--- config.mk ---
export PLATFORM = sky130hd
export DESIGN_NAME = muldiv_ctrl
export DESIGN_NICKNAME = d
export VERILOG_FILES = /design/src/rtl/muldiv_ctrl.sv
export SDC_FILE = /design/constraint.sdc
export NUM_CORES = 1
export LEC_CHECK = 0
export CAP_MARGIN = 20
export CORE_AREA = 2 2 308 310
export DETAILED_ROUTE_END_ITERATION = 7
export DIE_AREA = 0 0 310 312
export HOLD_SLACK_MARGIN = 0.15
export SYNTH_ARGS = -nofsm -noshare
export SYNTH_HDL_FRONTEND = slang
export SYNTH_SLANG_ARGS = --single-unit
--- constraint.sdc ---
create_clock -name clk -period 9.8 [get_ports clk]
set_input_delay 1.47 -clock clk [delete_from_list [all_inputs] [get_ports clk]]
set_output_delay 1.47 -clock clk [all_outputs]
set_load 0.005 [all_outputs]
--- src/rtl/muldiv_ctrl.sv ---
// muldiv_ctrl: multi-cycle RV32M sequencer, radix-2 shift-add multiplier and restoring divider
module muldiv_ctrl #(
  parameter int XLEN = 32
) (
  input  logic            clk,
  input  logic            reset_n,
  input  logic            start_i,
  input  logic [2:0]      op_i,
  input  logic [XLEN-1:0] op1_i,
  input  logic [XLEN-1:0] op2_i,
  input  logic            flush_i,
  output logic            stall_o,
  output logic            busy_o,
  output logic            valid_o,
  output logic [XLEN-1:0] res_o
);
  localparam int CW = $clog2(XLEN);
  localparam logic [XLEN-1:0] MIN_NEG = {1'b1, {(XLEN-1){1'b0}}};
  typedef enum logic [1:0] {IDLE, CALC, DONE} state_t;
  state_t state, state_n;
  logic [CW-1:0] cnt;
  logic [2:0] op_q;
  logic [2*XLEN-1:0] acc, mcand, acc_n, a_ext;
  logic [XLEN-1:0] mplier, rem, quot, dvsr, rem_n, quot_n, mag1, mag2, spec_res, calc_res;
  logic [XLEN:0] sh;
  logic neg_q, neg_r, accept, sgn_div, dz, ovf, special, last, ge, b_neg;
  assign accept  = state == IDLE && start_i && !flush_i;
  assign sgn_div = !op_i[0];
  assign dz      = op2_i == '0;
  assign ovf     = sgn_div && op1_i == MIN_NEG && &op2_i;
  assign special = op_i[2] && (dz || ovf);
  assign spec_res = dz ? (op_i[1] ? op1_i : '1) : (op_i[1] ? '0 : MIN_NEG);
  assign a_ext   = {{XLEN{(op_i == 3'b001 || op_i == 3'b010) && op1_i[XLEN-1]}}, op1_i};
  assign b_neg   = op_i == 3'b001 && op2_i[XLEN-1];
  assign mag1    = sgn_div && op1_i[XLEN-1] ? -op1_i : op1_i;
  assign mag2    = sgn_div && op2_i[XLEN-1] ? -op2_i : op2_i;
  // a signed multiplier's top bit weighs -2^(XLEN-1): pre-load -(a << XLEN) to fold in its sign extension
  assign acc_n   = mplier[0] ? acc + mcand : acc;
  assign sh      = {rem, quot[XLEN-1]};
  assign ge      = sh >= {1'b0, dvsr};
  assign rem_n   = ge ? sh[XLEN-1:0] - dvsr : sh[XLEN-1:0];
  assign quot_n  = {quot[XLEN-2:0], ge};
  assign last    = cnt == CW'(XLEN-1);
  assign calc_res = op_q[2] ? (op_q[1] ? (neg_r ? -rem_n : rem_n) : (neg_q ? -quot_n : quot_n))
                            : (op_q[1:0] == 2'b00 ? acc_n[XLEN-1:0] : acc_n[2*XLEN-1:XLEN]);
  assign busy_o  = state != IDLE;
  assign valid_o = state == DONE;
  always_comb begin
    state_n = flush_i ? IDLE
            : state == IDLE ? (accept ? (special ? DONE : CALC) : IDLE)
            : state == CALC ? (last ? DONE : CALC)
            : IDLE;
    stall_o = accept || state == CALC;
  end
  always_ff @(posedge clk or negedge reset_n)
    if (!reset_n) state <= IDLE;
    else state <= state_n;
  always_ff @(posedge clk or negedge reset_n) begin
    if (!reset_n) begin
      cnt    <= '0;
      op_q   <= '0;
      acc    <= '0;
      mcand  <= '0;
      mplier <= '0;
      rem    <= '0;
      quot   <= '0;
      dvsr   <= '0;
      neg_q  <= 1'b0;
      neg_r  <= 1'b0;
      res_o  <= '0;
    end else if (accept) begin
      cnt    <= '0;
      op_q   <= op_i;
      acc    <= b_neg ? -(a_ext << XLEN) : '0;
      mcand  <= a_ext;
      mplier <= op2_i;
      rem    <= '0;
      quot   <= mag1;
      dvsr   <= mag2;
      neg_q  <= sgn_div && (op1_i[XLEN-1] ^ op2_i[XLEN-1]);
      neg_r  <= sgn_div && op1_i[XLEN-1];
      if (special) res_o <= spec_res;
    end else if (state == CALC && !flush_i) begin
      cnt    <= cnt + CW'(1);
      acc    <= acc_n;
      mcand  <= mcand << 1;
      mplier <= mplier >> 1;
      rem    <= rem_n;
      quot   <= quot_n;
      if (last) res_o <= calc_res;
    end
  end
endmodule

* Word level (Yosys, flattened, before mapping)
Cells that the tools add are included.
** Storage, ports and cells
- Register bits :: 300
** Operators by class
- Add/subtract/negate cells :: 8
- $lt $le $gt $ge :: 1
- Equal/unequal tests :: 7
- Muxes and demuxes :: 35
- Bitwise gates (word level) :: 1
- Reductions and logical operators :: 24
** Operator list (count)
- $mux 32 :: 21
- $mux 64 :: 6
- $neg 32->32 :: 4
- $add 64x64->64 :: 1
- $neg 64->64 :: 1
- $ge 33x32->1 :: 1
- $eq 32x32->1 const B :: 1
- $logic_not 32->1 :: 1
- $reduce_and 32->1 :: 1
- $sub 32x32->32 :: 1
- $mux 2 :: 6
- $logic_and 1x1->1 :: 11
- $mux 5 :: 2
- $reduce_bool 2->1 :: 3
- $add 5x1->5 const B :: 1
- $eq 5x5->1 const B :: 1
- $logic_not 2->1 :: 2
- $eq 3x1->1 const B :: 1
- $eq 3x2->1 const B :: 1
- $logic_or 1x1->1 :: 3
- $reduce_and 3->1 :: 1
- $eq 2x1->1 const B :: 1
- $eq 2x2->1 const B :: 1
- $logic_not 1->1 :: 2
- other kinds (2) :: 2

* Logic depth before layout (Yosys ltp)
Gate-level depths: netlist of run 1.
- Depth in word-level cells :: 9
- Mapped depth :: 25

* Worst setup path before layout of run 1
No wires, ideal clock.
- Kind :: register to register
- From :: register rem[1]
- To :: register res_o[28]
- Library setup time :: 0.126 ns
- Arrival :: 4.674 ns
- Data required time :: 9.674 ns
- Setup slack :: 5.000 ns
- Stages on the path, launching flop included :: 24
- Path buffers :: 3
- Period minus slack after synthesis :: 4.800 ns
- Cells stage by stage :: dfrtp_1 -> ha_1 -> o21ai_0 -> a21oi_1 -> o31a_1 -> o21bai_1 -> o21a_1 -> a21oi_4 -> inv_2 -> buf_2 -> buf_1 -> clkbuf_1 -> ha_1 -> nand2b_1 -> nand2b_1 -> or3_1 -> nor2_1 -> nand2_1 -> o21ai_0 -> xor2_1 -> o211ai_1 -> a221oi_1 -> o21ai_0 -> o32a_1
** Between the ends
- Cells in the longest elaborated chain, start to end :: 9
- Elaborated cells between the ends (all ways) :: 12
- Classes of those cells :: add/sub: 3; order compare: 1; mux: 8
** RTL lines
- start: declaration :: line 24 : logic [XLEN-1:0] mplier, rem, quot, dvsr, rem_n, quot_n, mag1, mag2, spec_res, calc_res;
- start signal: assignment :: line 88 : rem <= rem_n;
- $sub 32x32->32 / $ge 33x32->1 (equally long branches) :: line 41, 40
- $mux 32 :: line 41 : assign rem_n = ge ? sh[XLEN-1:0] - dvsr : sh[XLEN-1:0];
- $neg 32->32 :: line 44 : assign calc_res = op_q[2] ? (op_q[1] ? (neg_r ? -rem_n : rem_n) : (neg_q ? -quot_n : quot_n))
- $mux 32 :: line 44
- $mux 32 * (2 in series) :: line 44
- $mux 32 * :: line 90 : if (last) res_o <= calc_res;
- $mux 32 * :: line 83 : end else if (state == CALC && !flush_i) begin
- $mux 32 * :: line 71 : end else if (accept) begin
- end signal: assignment :: line 82 : if (special) res_o <= spec_res;
- end signal: assignment :: line 90
- end: declaration :: line 15 : output logic [XLEN-1:0] res_o
Every way passes the cells marked *; elsewhere a longest branch is shown, timed or not. The select of a mux whose other input is x is not followed.
A chain may end at the register's enable or synchronous reset.

* Worst setup path in the final report of run 1
- From :: register rem[9]
- To :: register res_o[28]
The elaborated chain is that of the path after synthesis.

==> impl_metrics.json, run 1 <==
{
  "fin_area_sq_um": 26600,
  "path_cells": "ha_1 > a21oi_1 > o21ai_1 > and3_1 > a31oi_1 > o21a_1 > a21oi_4 > buf_4 > inv_2 > buf_4 > ha_1 > nand2b_1 > nand2b_1 > or3_1 > nor2_1 > nand2_1 > o21ai_0 > xor2_1 > o211ai_1 > a221oi_1 > o21ai_0 > o32a_1",
  "start_util_pct": 24.9,
  "synth_top_family_by_area": "compound AO/OA/AOI/OAI gates",
  "cp_slowest_cell": "ha_1",
  "ys_seq_elements": 300,
  "synthesis.area_sq_um": 23200,
  "min_period_ns": 5.55,
  "root_buffer": "clkbuf_16",
  "fmax_mhz": 180,
  "ant_nets": 0,
  "end_kind": "flip-flop",
  "postCtsResizedCells": 0,
  "synthToLayoutAreaGrowth_pct": 14.8,
  "stdcell_count": 4159,
  "slew_viol_final": 0,
  "synth-xor-area-share_pct": 8.54,
  "tritoncts": "yes",
  "finalCritPeriodShare_pct": 56.7,
  "vias_per_cell": 5.39,
  "power_frac_seq_pct": 24.2,
  "switching_power_mw": 3.90,
  "routed_wl_um": 89600,
  "synthCells": 2900,
  "maxCapViolCount": 0,
  "final.fill_count": 10100,
  "die_x_um": 310,
  "outcome": "finished clean",
  "grt_pass1_wl_um": 134000,
  "p_per_area_nw_per_um2": 302,
  "numCtsBuffers": 36,
  "synth_cell_types": 93,
  "hold_viol": 0,
  "fp.dieH_um": 312,
  "intPower_mw": 4.14,
  "crit_buf_inv": 3,
  "io_pins": 106,
  "cts_buffer_depth": 3,
  "drc_errors": 0,
  "cp.depth": 22,
  "synth_edf_count": 0,
  "startpoint": "rem[9]",
  "worst_pin_slew_ns": 1.23,
  "clk_pin_slew_worst_paths_ns": 0.07,
  "r2r_cells": 22,
  "p_leak_nw": 11.1,
  "seq_area_frac_synth_pct": 32.4,
  "dpl_cell_area_sq_um": 25300,
  "reg2reg_from": "rem[9]",
  "ir_worst_vdd_uv": 148,
  "nNetsFinal": 3048,
  "worstPathMaxFanout": 37,
  "cp-start-kind": "flip-flop",
  "layout_common_cells": "392 x nand2_1, 312 x o21ai_0, 299 x dfrtp_1",
  "crit_family": "compound AO/OA/AOI/OAI gates",
  "core-area_sq_um": 93000,
  "cp.arrival_ns": 6.01,
  "pwr-share-clk_pct": 18.1,
  "dr.pass1.iters": 6,
  "die-area_sq_um": 96700,
  "hold_path_class": "reg2reg",
  "avgSynthCellArea_sq_um": 7.99,
  "gr-total-overflow": 0,
  "r2r_slack_ns": 4.25,
  "setup_tns_ns": 0,
  "antenna_found_initial": 11,
  "ys_warn_count": 0,
  "reg2reg_to": "res_o[28]",
  "post_drt_wl_per_cell_um": 21.6,
  "cp_data_required_time_ns": 10.26,
  "synth-simple-area-share_pct": 18.9,
  "clk_latency_ns": 0.58,
  "post_cts_buffers": 0,
  "grt_util_all_layers_pct": 18.1,
  "sw_frac_of_total_pct": 48.5,
  "drtIter0Drc": 2241,
  "synth-async-reset-ratio_pct": 100,
  "portBuffers": 105,
  "h-tree-depth": 2,
  "max_stage_delay_ns": 0.49,
  "drive_gt1_share_pct": 5.10,
  "rows": 112,
  "cts.sinks": 300,
  "path_class": "reg2reg",
  "relSlewSlack_pct": 17.5,
  "grt_pass1_vias": 21000,
  "synth.area.mux_share_pct": 2.90,
  "grt_start_max_net_pins": 118,
  "final_core_util_pct": 28.6,
  "synth_nets": 3075,
  "rsz0062_at_grt": "false",
  "hold_buffers": 0,
  "synth-compound-area-share_pct": 27.0,
  "setup_viol": 0,
  "power_frac_comb_pct": 57.7,
  "crit_end": "res_o[28]",
  "gp_congestion": 0.949,
  "synth_fa_ha_area_share_pct": 5.68,
  "total_power_mw": 8.04,
  "fin_skew_ns": 0.0343,
  "place_inst": 4088,
  "final_common_cell": "nand2_1",
  "vias": 22400,
  "dp_hpwl_um": 66100,
  "ys.flop_type": "dfrtp_1"
}
## synth_stat cells, drive strengths merged (6+ instances only)
cell      n  area (sq um)
nand2   392          1470
a22oi   115           863
or4       9          67.6
o22ai    13          81.3
nor2    234           878
o31ai    23           173
mux2      6          67.6
and3     17           106
o21a     20           150
dfrtp   300          7510
buf      32           145
o21bai   17           128
nor2b    25           156
nand4    38           238
nor3     51           260
o211ai   39           293
ha      102          1280
xor2     87           762
and2     18           113
a221o    10           100
a211o     8          70.1
a32oi     6          52.6
nand3b    6          45.0
or2      11          68.8
a41oi    11           104
a21oi   199          1030
a211oi   25           188
or3      27           169
a31oi    36           225
o221ai    6          52.6
nand2b   29           181
mux2i    52           537
o21ai   315          1580
inv      73           274
clkbuf  170           638
a22o     13           115
nand3    54           275
a221oi    7          61.3
a21o     49           375
o41ai     9          78.8
xnor2   139          1220
nor4     22           138
nor3b    10          75.1
## how the worst min path moves through the flow
stage / from / endpoint / slack (ns) / depth (start not counted)
2_1_floorplan: mplier[10] / mplier[10] / 0.45 / 2
3_3_place_gp: mplier[25] / mplier[25] / 0.46 / 2
3_5_place_dp: mplier[25] / mplier[25] / 0.46 / 2
4_1_cts: mplier[25] / mplier[25] / 0.48 / 2
5_1_grt: mplier[23] / mplier[23] / 0.51 / 2
6_report: mplier[25] / mplier[25] / 0.48 / 2
## power groups by stage
stage               registers (mW)  clock network, mW  logic (mW)
detailed placement            1.95                  0        4.54
global placement              1.95                  0        4.51
CTS                           1.93               1.48        4.56
finish                        1.94               1.46        4.64
global route                  1.98               1.53        5.07
floorplan                     1.79                  0        3.41
## kinds of logic (layout without fill, tap and decap cells)
group	after synthesis	count (layout)
compound gates	975	975
xor+xnor	226	226
flops	300	300
simple gates	959	959
other cells	0	4
fa+ha+maj	104	104
buf+inv	275	276
mux	61	61
## per-layer routing
layer | vias to the layer above | track usage, % | wire, um
met4 | 8 | 6.25 | 3240
met5 | - | 0 | 49
met2 | 898 | 27.1 | 38600
met3 | 168 | 4.97 | 8310
li1 | 10400 | - | -
met1 | 10900 | 24.8 | 39400
## tightest hold or removal path: cells and delay by family (launching register included)
family	cells	cell delay, ns
flip-flops	1	0.34
AND/OR/NAND/NOR	2	0.10
## state kept, by name, summed over array words and instances, names as in the netlist
| register | count |
|---|---|
| mcand | 64 |
| cnt | 5 |
| neg_q | 1 |
| dvsr | 32 |
| acc | 64 |
| res_o | 32 |
| mplier | 32 |
| state | 2 |
| op_q | 3 |
| rem | 32 |
| quot | 32 |
| neg_r | 1 |
## area by class of cell
class	instances	area [sq um]	area share (%)
tap	1254	1570	5.89
timing repair buffer	137	1340	5.02
sequential	300	7510	28.2
inverter	73	274	1.03
clock inverter	16	200	0.752
antenna	4	10.0	0.0376
clock buffer	50	1050	3.96
multi-input combinational	2325	14700	55.1
## through the flow
stage	setup WS (ns)	hold slack (ns)
floorplan	5.00	0.446
global placement	3.99	0.458
detailed placement	3.83	0.464
CTS	4.35	0.479
global route	3.75	0.505
finish	4.25	0.476
(Power assumes the default switching activity.)
==> run 2: changes to the inputs <==
==> constraint.sdc (replaced) <==
create_clock -name clk -period 5.7 [get_ports clk]
set_input_delay 0.855 -clock clk [delete_from_list [all_inputs] [get_ports clk]]
set_output_delay 0.855 -clock clk [all_outputs]
set_load 0.005 [all_outputs]
==> run 2 against run 1 <==
Non-clock buffer count rose by 18. Sequential cell count did not move. Final area increased by 0.36%. Via count increased by 2.0%. Critical path type unchanged. Critical endpoint unchanged. Highest routed layer unchanged.
==> impl_metrics.json, run 2 (synthesis results as in run 1) <==
{
  "clk_latency_ns": 0.57,
  "maxCapViolCount": 0,
  "p_per_area_nw_per_um2": 526,
  "root_buffer": "clkbuf_16",
  "gr-total-overflow": 0,
  "hold_viol": 0,
  "dp_slack_ns": 0.621,
  "dr.pass1.iters": 5,
  "reg2reg_to": "res_o[28]",
  "cp_data_required_time_ns": 6.15,
  "path_cells": "ha_1 > nand4_1 > o221ai_1 > a31oi_1 > o21a_1 > a21oi_4 > buf_4 > mux2i_1 > nand3_1 > nor3_1 > mux2i_1 > o21ai_0 > o32a_1",
  "grt_pass1_vias": 21800,
  "clk_pin_slew_worst_paths_ns": 0.06,
  "reg2reg_from": "rem[14]",
  "crit_end": "res_o[28]",
  "vias_per_cell": 5.48,
  "cpMostUsedCell": "mux2i_1",
  "io_pins": 106,
  "path_class": "reg2reg",
  "grt_util_all_layers_pct": 19.0,
  "drtIter0Drc": 2427,
  "final.fill_count": 10000,
  "cts.sinks": 300,
  "multi_input_area_sq_um": 14700,
  "tritoncts": "yes",
  "worst_pin_slew_ns": 1.03,
  "r2r_cells": 13,
  "antenna_found_initial": 8,
  "fp.dieH_um": 312,
  "gp_congestion": 0.942,
  "relSlewSlack_pct": 30.9,
  "rsz0062_at_grt": "false",
  "cp-start-kind": "flip-flop",
  "drive_gt1_share_pct": 5.56,
  "vias": 22900,
  "die-area_sq_um": 96700,
  "ir_worst_vdd_uv": 314,
  "max_stage_delay_ns": 0.53,
  "post_drt_wl_per_cell_um": 22.4,
  "hold_path_class": "in2async",
  "numCtsBuffers": 36,
  "startpoint": "rem[14]",
  "start_util_pct": 24.9,
  "drc_errors": 0,
  "min_period_ns": 4.96,
  "die_x_um": 310,
  "final_core_util_pct": 28.7,
  "postCtsResizedCells": 0,
  "fin_hold_ws_ns": 0.229,
  "fin_skew_ns": 0.0306,
  "setup_ws_ns": 0.743,
  "outcome": "finished clean",
  "end_kind": "flip-flop",
  "h-tree-depth": 2,
  "routed_wl_um": 93500,
  "dp_hpwl_um": 68700,
  "fmax_mhz": 202,
  "layout_common_cells": "392 x nand2_1, 312 x o21ai_0, 299 x dfrtp_1",
  "cp_slowest_cell": "ha_1",
  "setup_tns_ns": 0,
  "nNetsFinal": 3066,
  "worstPathMaxFanout": 36,
  "grt_start_max_net_pins": 123,
  "grt_pass1_wl_um": 141000,
  "r2r_slack_ns": 0.74,
  "setup_viol": 0,
  "register_area_sq_um": 7510,
  "ant_nets": 0,
  "portBuffers": 105,
  "cp.arrival_ns": 5.41,
  "hold_buffers": 0,
  "post_cts_buffers": 0,
  "final_common_cell": "nand2_1",
  "rows": 112,
  "slew_viol_final": 0,
  "reg_top3": "acc x64, mcand x64",
  "p_leak_nw": 11.1,
  "finalCritPeriodShare_pct": 87.0,
  "core-area_sq_um": 93000,
  "cts_buffer_depth": 3,
  "synthToLayoutAreaGrowth_pct": 15.2
}
## run 2: area by class of cell
type | count | share of cell area, %
multi-input combinational | 2325 | 54.9
sequential | 300 | 28.1
antenna | 2 | 0.0187
timing repair buffer | 155 | 5.45
clock inverter | 14 | 0.763
inverter | 73 | 1.03
tap | 1254 | 5.87
clock buffer | 47 | 3.87
## run 2: power breakdown
part | internal, mW | switching (mW) | total, mW
clock network | 1.50 | 1.04 | 2.54
registers | 2.68 | 0.661 | 3.34
logic | 2.98 | 5.19 | 8.17
## run 2: metal layers
| layer | vias to the layer above | global-route usage (%) | wire [um] |
|---|---|---|---|
| li1 | 10500 | - | - |
| met1 | 11200 | 26.8 | 41400 |
| met2 | 1014 | 29.1 | 41000 |
| met3 | 175 | 3.13 | 7570 |
| met4 | 8 | 6.48 | 3370 |
| met5 | - | 0 | 47 |
## run 2: metrics by stage
| stage | cells | power [mW] | instance area (sq um) |
|---|---|---|---|
| finish | 4170 | 14.0 | 26700 |
| global placement | 4107 | 11.3 | 25500 |
| global route | 4168 | 15.0 | 26700 |
| CTS | 4168 | 13.9 | 26700 |
| detailed placement | 4107 | 11.3 | 25500 |
| floorplan | 2900 | 8.95 | 23200 |
## run 2: worst min-delay path by stage
stage / startpoint / end / slack, ns / depth (start not counted)
after floorplan: mplier[10] / mplier[10] / 0.45 / 2
after global placement: mplier[20] / mplier[20] / 0.46 / 2
after detailed placement: mplier[20] / mplier[20] / 0.46 / 2
after CTS: reset_n / mcand[55] / 0.27 / 1
after global routing: reset_n / mcand[55] / 0.28 / 1
final: reset_n / mcand[55] / 0.23 / 1
## run 2: worst max-delay path: cells and delay by family (launching register included)
| kind | cells | cell delay (ns) |
|---|---|---|
| AOI/OAI and AO/OA | 6 | 1.45 |
| muxes | 2 | 0.79 |
| adders and majority gates | 1 | 0.53 |
| DFF | 1 | 0.44 |
| and+or+nand+nor | 3 | 1.13 |
| buffers and inverters | 1 | 0.49 |
